$ cat src/rtl/prefix_adder_pipe_pkg.sv
// Shared types and helpers for the pipelined parallel-prefix adder.
package adder_pkg;

  typedef enum logic [0:0] {
    TOPO_KS = 1'b0,
    TOPO_SK = 1'b1
  } topo_e;

  // One bit position's generate/propagate pair; vectors of these form the prefix tree.
  typedef struct packed {
    logic g;
    logic p;
  } gp_t;

  // Prefix operator: hi is the more significant span, lo the span just below it.
  function automatic gp_t gp_combine(input gp_t hi, input gp_t lo);
    gp_t r;
    r.g = hi.g | (hi.p & lo.g);
    r.p = hi.p & lo.p;
    return r;
  endfunction

  // Sklansky level k: bit i takes the top bit of the lower half of its 2^k block.
  function automatic int sk_partner(input int i, input int k);
    return ((i >> k) << k) + (1 << (k - 1)) - 1;
  endfunction

  // Cycles from the accept edge to out_valid with no stall.
  function automatic int pipe_latency(input int n, input int reg_every);
    int lg;
    lg = $clog2(n);
    return 2 + (lg + reg_every - 1) / reg_every;
  endfunction

endpackage

$ cat src/rtl/prefix_adder_pipe_if.sv
// Beat interface of the add/sub unit: one operand channel in, one result channel out.
// Handshake: a beat moves on a rising clk edge where valid && ready are both high;
// the sender keeps valid and payload unchanged until that edge, and ready never
// depends combinationally on the same channel's valid.
interface prefix_adder_pipe_if #(
  parameter int N = 32
) ();
  logic         in_valid;
  logic         in_ready;
  logic [N-1:0] a;
  logic [N-1:0] b;
  logic         cin;
  logic         sub;
  logic [N-1:0] sum;
  logic         cout;
  logic         ovf;
  logic         out_valid;
  logic         out_ready;

  modport master (
    output in_valid, a, b, cin, sub, out_ready,
    input  in_ready, sum, cout, ovf, out_valid
  );

  modport slave (
    input  in_valid, a, b, cin, sub, out_ready,
    output in_ready, sum, cout, ovf, out_valid
  );
endinterface

$ cat src/rtl/prefix_adder_pipe_level.sv
// One combinational prefix level of the carry tree (Kogge-Stone or Sklansky wiring).
module prefix_level
  import adder_pkg::*;
#(
  parameter int N     = 32,
  parameter int LEVEL = 1,
  parameter int TOPO  = 0
) (
  input  gp_t [N-1:0] i_gp,
  output gp_t [N-1:0] o_gp
);

  localparam int DIST = 1 << (LEVEL - 1);

  for (genvar i = 0; i < N; i++) begin : g_bit
    if (TOPO == int'(TOPO_KS)) begin : g_ks
      if (i >= DIST) begin : g_comb
        assign o_gp[i] = gp_combine(i_gp[i], i_gp[i - DIST]);
      end else begin : g_pass
        assign o_gp[i] = i_gp[i];
      end
    end else begin : g_sk
      if (((i >> (LEVEL - 1)) & 1) == 1) begin : g_comb
        localparam int J = sk_partner(i, LEVEL);
        assign o_gp[i] = gp_combine(i_gp[i], i_gp[J]);
      end else begin : g_pass
        assign o_gp[i] = i_gp[i];
      end
    end
  end

endmodule

$ cat src/rtl/prefix_adder_pipe.sv
// Pipelined N-bit parallel-prefix adder/subtractor with a global-stall handshake.
module prefix_adder_pipe
  import adder_pkg::*;
#(
  parameter int N         = 32,
  parameter int TOPO      = 0,
  parameter int REG_EVERY = 1
) (
  input logic                clk,
  input logic                rst,
  prefix_adder_pipe_if.slave bus
);

  localparam int LOG = $clog2(N);
  localparam int PB  = pipe_latency(N, REG_EVERY) - 2;
  localparam int LB  = PB - 1;

  if (N < 2) begin : g_bad_n
    $error("prefix_adder_pipe: N must be >= 2");
  end
  if (REG_EVERY < 1) begin : g_bad_reg_every
    $error("prefix_adder_pipe: REG_EVERY must be >= 1");
  end
  if (!(TOPO == int'(TOPO_KS) || TOPO == int'(TOPO_SK))) begin : g_bad_topo
    $error("prefix_adder_pipe: TOPO must be 0 (Kogge-Stone) or 1 (Sklansky)");
  end

  // The whole pipe advances together; it freezes only when a result is blocked.
  logic         w_en;
  logic         r_out_v;
  assign w_en         = !(r_out_v && !bus.out_ready);
  assign bus.in_ready = w_en;

  // Input capture stage.
  logic         r_in_v;
  logic [N-1:0] r_in_a;
  logic [N-1:0] r_in_b;
  logic         r_in_cin;
  logic         r_in_sub;

  // Input valid bit: cleared by reset, follows in_valid while the pipe moves.
  always_ff @(posedge clk) begin
    if (rst) r_in_v <= 1'b0;
    else if (w_en) r_in_v <= bus.in_valid;
  end

  // Input operands: captured whenever the pipe moves.
  always_ff @(posedge clk) begin
    if (w_en) begin
      r_in_a   <= bus.a;
      r_in_b   <= bus.b;
      r_in_cin <= bus.cin;
      r_in_sub <= bus.sub;
    end
  end

  // Stage 0: per-bit generate/propagate with B inverted for subtraction.
  logic [N-1:0] w_beff;
  gp_t  [N-1:0] w_s0_gp;
  gp_t  [N-1:0] r_s0_gp;
  logic         r_s0_c0;
  logic         r_s0_v;

  // Bitwise g/p from the captured operands.
  always_comb begin
    w_beff = r_in_sub ? ~r_in_b : r_in_b;
    for (int i = 0; i < N; i++) begin
      w_s0_gp[i].g = r_in_a[i] & w_beff[i];
      w_s0_gp[i].p = r_in_a[i] ^ w_beff[i];
    end
  end

  // Stage 0 valid bit.
  always_ff @(posedge clk) begin
    if (rst) r_s0_v <= 1'b0;
    else if (w_en) r_s0_v <= r_in_v;
  end

  // Stage 0 data; subtract turns the carry-in into an inverted borrow.
  always_ff @(posedge clk) begin
    if (w_en) begin
      r_s0_gp <= w_s0_gp;
      r_s0_c0 <= r_in_cin ^ r_in_sub;
    end
  end

  // Prefix tree with register banks between groups of levels.
  gp_t  [N-1:0] w_lvl0;
  logic [N-1:0] w_s0_p;
  gp_t  [N-1:0] w_lvl     [1:LOG];
  gp_t  [N-1:0] w_src     [1:LOG];
  gp_t  [N-1:0] w_bank_in [PB];
  gp_t  [N-1:0] r_bk_gp   [PB];
  logic [N-1:0] r_bk_p    [PB];
  logic         r_bk_c0   [PB];
  logic         r_bk_v    [PB];

  // Fold the carry-in in as bit -1 and keep the raw bit propagates for the sum.
  always_comb begin
    w_lvl0      = r_s0_gp;
    w_lvl0[0].g = r_s0_gp[0].g | (r_s0_gp[0].p & r_s0_c0);
    for (int i = 0; i < N; i++) w_s0_p[i] = r_s0_gp[i].p;
  end

  for (genvar k = 1; k <= LOG; k++) begin : g_lvl
    if (k == 1) begin : g_from_s0
      assign w_src[k] = w_lvl0;
    end else if (((k - 1) % REG_EVERY) == 0) begin : g_from_bank
      assign w_src[k] = r_bk_gp[(k - 1) / REG_EVERY - 1];
    end else begin : g_from_comb
      assign w_src[k] = w_lvl[k - 1];
    end
    prefix_level #(
      .N    (N),
      .LEVEL(k),
      .TOPO (TOPO)
    ) u_level (
      .i_gp(w_src[k]),
      .o_gp(w_lvl[k])
    );
  end

  for (genvar bk = 0; bk < PB; bk++) begin : g_bank
    localparam int LV = ((bk + 1) * REG_EVERY > LOG) ? LOG : (bk + 1) * REG_EVERY;
    assign w_bank_in[bk] = w_lvl[LV];
  end

  // Bank valid bits shift along with the data.
  always_ff @(posedge clk) begin
    if (rst) begin
      for (int j = 0; j < PB; j++) r_bk_v[j] <= 1'b0;
    end else if (w_en) begin
      r_bk_v[0] <= r_s0_v;
      for (int j = 1; j < PB; j++) r_bk_v[j] <= r_bk_v[j - 1];
    end
  end

  // Bank data: prefix results plus the raw propagates and carry-in riding alongside.
  always_ff @(posedge clk) begin
    if (w_en) begin
      r_bk_p[0]  <= w_s0_p;
      r_bk_c0[0] <= r_s0_c0;
      for (int j = 1; j < PB; j++) begin
        r_bk_p[j]  <= r_bk_p[j - 1];
        r_bk_c0[j] <= r_bk_c0[j - 1];
      end
      for (int j = 0; j < PB; j++) r_bk_gp[j] <= w_bank_in[j];
    end
  end

  // Final stage: carries are the group generates shifted up one bit.
  logic [N-1:0] w_g_all;
  logic [N-1:0] w_unused_p;
  logic [N-1:0] w_carry;
  logic [N-1:0] w_sum;
  logic         w_cout;
  logic         w_ovf;

  // Sum, carry-out and signed overflow from the completed prefix.
  always_comb begin
    for (int i = 0; i < N; i++) begin
      w_g_all[i]    = r_bk_gp[LB][i].g;
      w_unused_p[i] = r_bk_gp[LB][i].p;
    end
    w_carry = {w_g_all[N-2:0], r_bk_c0[LB]};
    w_sum   = r_bk_p[LB] ^ w_carry;
    w_cout  = w_g_all[N-1];
    w_ovf   = w_carry[N-1] ^ w_cout;
  end

  logic [N-1:0] r_sum;
  logic         r_cout;
  logic         r_ovf;

  // Output register: holds the last result across bubbles and stalls.
  always_ff @(posedge clk) begin
    if (rst) begin
      r_out_v <= 1'b0;
      r_sum   <= '0;
      r_cout  <= 1'b0;
      r_ovf   <= 1'b0;
    end else if (w_en) begin
      r_out_v <= r_bk_v[LB];
      if (r_bk_v[LB]) begin
        r_sum  <= w_sum;
        r_cout <= w_cout;
        r_ovf  <= w_ovf;
      end
    end
  end

  assign bus.out_valid = r_out_v;
  assign bus.sum       = r_sum;
  assign bus.cout      = r_cout;
  assign bus.ovf       = r_ovf;

endmodule

$ cat src/flat_wrapper.sv
// flat-port wrapper written by rule: the top's interface ports become plain ports
module prefix_adder_pipe_flat import adder_pkg::*;
#(
  parameter int N         = 32,
  parameter int TOPO      = 0,
  parameter int REG_EVERY = 1
)
  (clk, rst, bus_in_valid, bus_a, bus_b, bus_cin, bus_sub, bus_out_ready, bus_in_ready, bus_sum, bus_cout, bus_ovf, bus_out_valid);
  prefix_adder_pipe_if #(.N(N)) bus_i ();
  input logic clk;
  input logic rst;
  input wire logic [$bits(bus_i.in_valid)-1:0] bus_in_valid;
  input wire logic [$bits(bus_i.a)-1:0] bus_a;
  input wire logic [$bits(bus_i.b)-1:0] bus_b;
  input wire logic [$bits(bus_i.cin)-1:0] bus_cin;
  input wire logic [$bits(bus_i.sub)-1:0] bus_sub;
  input wire logic [$bits(bus_i.out_ready)-1:0] bus_out_ready;
  output wire logic [$bits(bus_i.in_ready)-1:0] bus_in_ready;
  output wire logic [$bits(bus_i.sum)-1:0] bus_sum;
  output wire logic [$bits(bus_i.cout)-1:0] bus_cout;
  output wire logic [$bits(bus_i.ovf)-1:0] bus_ovf;
  output wire logic [$bits(bus_i.out_valid)-1:0] bus_out_valid;
  assign bus_i.in_valid = bus_in_valid;
  assign bus_i.a = bus_a;
  assign bus_i.b = bus_b;
  assign bus_i.cin = bus_cin;
  assign bus_i.sub = bus_sub;
  assign bus_i.out_ready = bus_out_ready;
  assign bus_in_ready = bus_i.in_ready;
  assign bus_sum = bus_i.sum;
  assign bus_cout = bus_i.cout;
  assign bus_ovf = bus_i.ovf;
  assign bus_out_valid = bus_i.out_valid;
  prefix_adder_pipe #(.N(N), .TOPO(TOPO), .REG_EVERY(REG_EVERY)) u_core (.clk(clk), .rst(rst), .bus(bus_i));
endmodule
$ cat config.mk
export PLATFORM = sky130hd
export DESIGN_NAME = prefix_adder_pipe_flat
export DESIGN_NICKNAME = d
export VERILOG_FILES = /design/src/rtl/prefix_adder_pipe_pkg.sv /design/src/rtl/prefix_adder_pipe_if.sv /design/src/rtl/prefix_adder_pipe_level.sv /design/src/rtl/prefix_adder_pipe.sv /design/src/flat_wrapper.sv
export SDC_FILE = /design/constraint.sdc
export NUM_CORES = 1
export LEC_CHECK = 0
export CORE_MARGIN = 2
export CORE_UTILIZATION = 56
export CTS_BUF_LIST = sky130_fd_sc_hd__clkbuf_8
export DETAILED_ROUTE_END_ITERATION = 12
export HOLD_SLACK_MARGIN = 0.02
export PLACE_DENSITY = 0.72
export SYNTH_ARGS = -nofsm -noshare
export SYNTH_HDL_FRONTEND = slang
export SYNTH_SLANG_ARGS = --single-unit
$ cat constraint.sdc
create_clock -name clk -period 9.23 [get_ports clk]
set_clock_uncertainty 0.1 [all_clocks]
set_input_delay 1.3845 -clock clk [delete_from_list [all_inputs] [get_ports clk]]
set_output_delay 1.3845 -clock clk [all_outputs]
set_load 0.005 [all_outputs]
## Word-level counts from Yosys, hierarchy flattened

Memories as Yosys holds them, arrays and structs flattened.
Index checks and enable logic that the tools add are counted.

| storage, ports and cells | value |
|---|---|
| flip-flop bits (word level) | 168 |
| memory bits (writable) | 490 |
| input bits | 70 |
| output and inout port bits | 36 |
| memories kept | 4 |

| operators by class | value |
|---|---|
| multiplexer cells | 11 |
| bitwise operators | 463 |
| reductions and logical operators | 4 |

Memory list:

| name | words | width | rd ports | clocked after Yosys merged registers in | write ports | line | source |
|---|---|---|---|---|---|---|---|
| u_core.r_bk_gp | 5 | 64 | 5 | 0 | 5 | prefix_adder_pipe.sv:93 | `gp_t [N-1:0] r_bk_gp [PB];` |
| u_core.r_bk_p | 5 | 32 | 5 | 0 | 5 | prefix_adder_pipe.sv:94 | `logic [N-1:0] r_bk_p [PB];` |
| u_core.r_bk_c0 | 5 | 1 | 5 | 0 | 5 | prefix_adder_pipe.sv:95 | `logic r_bk_c0 [PB];` |
| u_core.r_bk_v | 5 | 1 | 5 | 0 | 5 | prefix_adder_pipe.sv:96 | `logic r_bk_v [PB];` |

Operators by type and width:

| kind | number |
|---|---|
| $and A1 B1 Y1 | 291 |
| $or A1 B1 Y1 | 135 |
| $xor A1 B1 Y1 | 34 |
| $mux W32 | 1 |
| $not A32 Y32 | 1 |
| $xor A32 B32 Y32 | 1 |
| $mux W1 | 10 |
| $logic_not A1 Y1 | 2 |
| $reduce_and A2 Y1 | 1 |
| $logic_and A1 B1 Y1 | 1 |
| $not A1 Y1 | 1 |

## Depth between registers and ports, before layout

| depth | value |
|---|---|
| depth after elaboration | 6 |
| depth in mapped cells | 5 |
| depth with buffers taken out | 4 |

## Hierarchy

Synthesis repeated with hierarchy kept, for this count alone.

| unflattened totals | value |
|---|---|
| cells, all modules | 1113 |
| area total of the unflattened synthesis | 22241.3 µm² |

By module, submodules not included:

| module | instances | cells an instance | area an instance (µm²) | sequential area each (µm²) |
|---|---|---|---|---|
| prefix_adder_pipe | 1 | 793 | 19955.4 | 18427.7 |
| prefix_level at u_core.g_lvl[5].u_level | 1 | 64 | 479.2 | 0.0 |
| prefix_level at u_core.g_lvl[4].u_level | 1 | 64 | 466.7 | 0.0 |
| prefix_level at u_core.g_lvl[3].u_level | 1 | 64 | 449.2 | 0.0 |
| prefix_level at u_core.g_lvl[2].u_level | 1 | 64 | 446.7 | 0.0 |
| prefix_level at u_core.g_lvl[1].u_level | 1 | 64 | 444.2 | 0.0 |

## Least setup slack after synthesis

No wires, ideal clock.

| timing | value |
|---|---|
| path type | input to output |
| start point | input port bus_out_ready |
| end point | output port bus_in_ready |
| arrival time | 4942 ps |
| data required time | 7746 ps |
| slack | 2804 ps |
| cell stages on the path | 2 |
| path through | nor2b_4 inv_4 |

| between the ends | value |
|---|---|
| cells in the longest elaborated chain, start to end | 3 |

Ends and longest elaborated chain:

| element | line | source |
|---|---|---|
| start: declaration | flat_wrapper.sv:17 | `input wire logic [$bits(bus_i.out_ready)-1:0] bus_out_ready;` |
| $logic_not A1 Y1 | prefix_adder_pipe.sv:31 | `assign w_en = !(r_out_v && !bus.out_ready);` |
| $logic_and A1 B1 Y1 | prefix_adder_pipe.sv:31 |  |
| $logic_not A1 Y1 | prefix_adder_pipe.sv:31 |  |
| end: declaration | flat_wrapper.sv:18 | `output wire logic [$bits(bus_i.in_ready)-1:0] bus_in_ready;` |

No other way between the ends.

## Worst setup path in the final report

Same ends and word-level chain as after synthesis.

==> metrics.cfg <==
[die]
start_util_pct=56.56
coreArea_sq_um=36430
die_h_um=195.8
num_io_pins=106
fp.dieW_um=195.8
die_area_sq_um=38350
rows=70

[pwr]
intPower_w=0.004530
p_seq_share_pct=62.9
pwr-share-comb_pct=4.1
switching_share_pct=20.82
p_per_area_nw_per_um2=240.0
p_sw_w=0.001191
power_leakage_nw=9.812
clkPwrFrac_pct=33.0
ir_worst_vdd_mv=0.1424

[setup_path]
crit_arrival_ns=3.09
worstPathMaxFanout=168
crit_top_cell=clkdlybuf4s50_1
worst_ep_required_time_ns=7.75
critPathLaunchType=primary input
crit_path_end_kind=output port
cp_cell_sequence=clkdlybuf4s50_1, nor2b_4, inv_16, clkdlybuf4s50_1
cpLargestDelayFamily=buffers and inverters
max_stage_delay_ns=0.62
worst_path_max_delay_cell=clkdlybuf4s50_1
regToRegSetupSlack_ns=5.76
path_buf_inv=3
crit_type=primary input to output port

[global_route]
top_usage_layer=met2
grt_pass1_wl_mm=45.11
grt_util_all_layers_pct=15.31
antenna_found_initial=0
gr-total-overflow=0
grt_util_met2_pct=23.96
grt_pass1_vias=8764
grt_max_degree=217
use_met3_pct=3.988
gr-usage-met1_pct=20.87

[clock_network]
clk_transition_reported_paths_ns=0.06
ctsHoldBuffers=0
cts_tree=built
cts_resized=0
htree_levels=3
cts_buffers=90
cts_root_buf=clkbuf_8
cts_setup_buffers=0
clock_path_buffers=3
clock_sink_count=596
worstSkewPairLatency_ns=0.60

[timing]
grt_setup_unrepaired=no
timing.setup.tns_ns=0
hold_violations=0
holdWs_ns=0.3125
fin_ws_ns=4.656
min_period_ns=4.574
drv_slew=0
setup_violations=0
fin_crit_sh_pct=49.56
maxSlewHeadroom_pct=22.48
tightest_slew_ns=1.159
max_freq_mhz=218.6

[final_layout]
drive_above_1_share_pct=9.207
final_nets=1281
num_antenna_cells=0
syn2layout_area_growth_pct=15.67

[min_path]
hp-class=flip-flop to flip-flop

[synth]
async_flop_share_pct=0
syn_area_sq_um=20610
synth_area_leaders=edfxtp_1, a21o_1, dfxtp_1
ys_seq_area_share_pct=85.06
ys_seq_elements=596
netlist-cell-type-count=22
yosysMostFrequentCell=edfxtp_1
syn_nets=1091
yosysTopAreaCellShare_pct=81.46
synth_enable_flop_cells=559
yosysTopAreaCell=edfxtp_1
synth_ff_type=edfxtp_1
synthTopCellsByCount=edfxtp_1, a21o_1, and2_1, xor2_1, dfxtp_1
yosysWarnings=0
syn_inst=989
avgSynthCellArea_sq_um=20.84

[placed_design]
pre_cts_ws_ns=4.202
dpl.hpwl_mm=18.35
gp_congestion=0.7757
portBuffers=105

[job]
drv_cap=0

[drt]
viasPerCell=4.966
wire_per_inst_um=16.70
routed_wl_mm=28.67
drt_iter0_drc=578
drtAntennaViolNets=0
drc=0
first_pass_iters=5
vias=8527

[status]
outcome=finished clean

## final cells by class
class	count	area, sq um
tap	468	585.6
clock inverter	66	287.8
clock buffer	96	1321
timing repair buffer	109	1094
sequential	596	17530
multi-input combinational	380	2995
fill	2444	12600
inverter	2	23.77
## cells by family after synthesis
kind of cell    after synthesis  share of synthesized area (%)
compound gates              170                          6.363
xor+xnor                     66                          2.805
fa+ha+maj                    32                          1.943
buf+inv                      13                         0.4068
flops                       596                          85.06
simple gates                112                          3.425
## state kept, by name (all words and copies together), names as in the netlist
register,flops
u_core.r_bk_gp,258
u_core.bus.sum,32
u_core.r_bk_p,160
u_core.r_s0_v,1
u_core.r_in_v,1
u_core.bus.cout,1
u_core.r_s0_gp,64
u_core.r_in_cin,1
u_core.r_in_a,32
u_core.bus.out_valid,1
u_core.bus.ovf,1
u_core.r_in_b,32
u_core.r_bk_c0,5
u_core.r_bk_v,5
u_core.r_in_sub,1
u_core.r_s0_c0,1
## layout by cell type, fill, tap and decap left out, types with 3 or more instances in the layout
master,count
a21oi_1,5
xor2_1,65
ha_1,32
a21o_1,130
a22o_1,32
clkbuf_8,96
edfxtp_1,559
inv_1,28
clkdlybuf4s50_1,105
buf_4,3
clkinv_2,8
and2_1,103
clkinv_1,28
dfxtp_1,37
nand2_1,4
## power by group through the flow
stage / clock [W] / sequential [W] / combinational, W
floorplan: 0 / 0.00355 / 0.000166
global placement: 0 / 0.00365 / 0.000231
detailed placement: 0 / 0.00366 / 0.000237
CTS: 0.00195 / 0.00361 / 0.000240
global route: 0.00207 / 0.00364 / 0.000268
finish: 0.00188 / 0.00360 / 0.000236
## per-layer routing
layer | wire, um | part of all wire (%) | up-vias
met3 | 1502 | 5.2 | 42
met4 | 546 | 1.9 | 0
li1 | - | - | 4216
met1 | 12980 | 45 | 4070
met2 | 13650 | 48 | 199
met5 | 0 | 0 | -
## worst paths after layout
path | startpoint | endpoint | cells after the start
worst min-delay path | u_core.r_bk_p[0][95] | u_core.r_bk_p[0][127] | 0
worst min register to register | u_core.r_bk_p[0][95] | u_core.r_bk_p[0][127] | 0
worst max register to register | u_core.bus.out_valid | u_core.r_bk_p[0][41] | 4
worst max-delay path | bus_out_ready | bus_in_ready | 4
## per-stage QoR
| step | total power (W) | cell area (sq um) | util (%) | std cells |
|---|---|---|---|---|
| floorplan | 0.003721 | 20610 | - | 989 |
| CTS | 0.005798 | 23830 | 65.42 | 1717 |
| global placement | 0.003877 | 22230 | 61.00 | 1555 |
| global route | 0.005974 | 23830 | 65.42 | 1717 |
| detailed placement | 0.003898 | 22230 | 61.00 | 1555 |
| finish | 0.005720 | 23830 | 65.42 | 1717 |
Power figures use the tool's default switching activity.
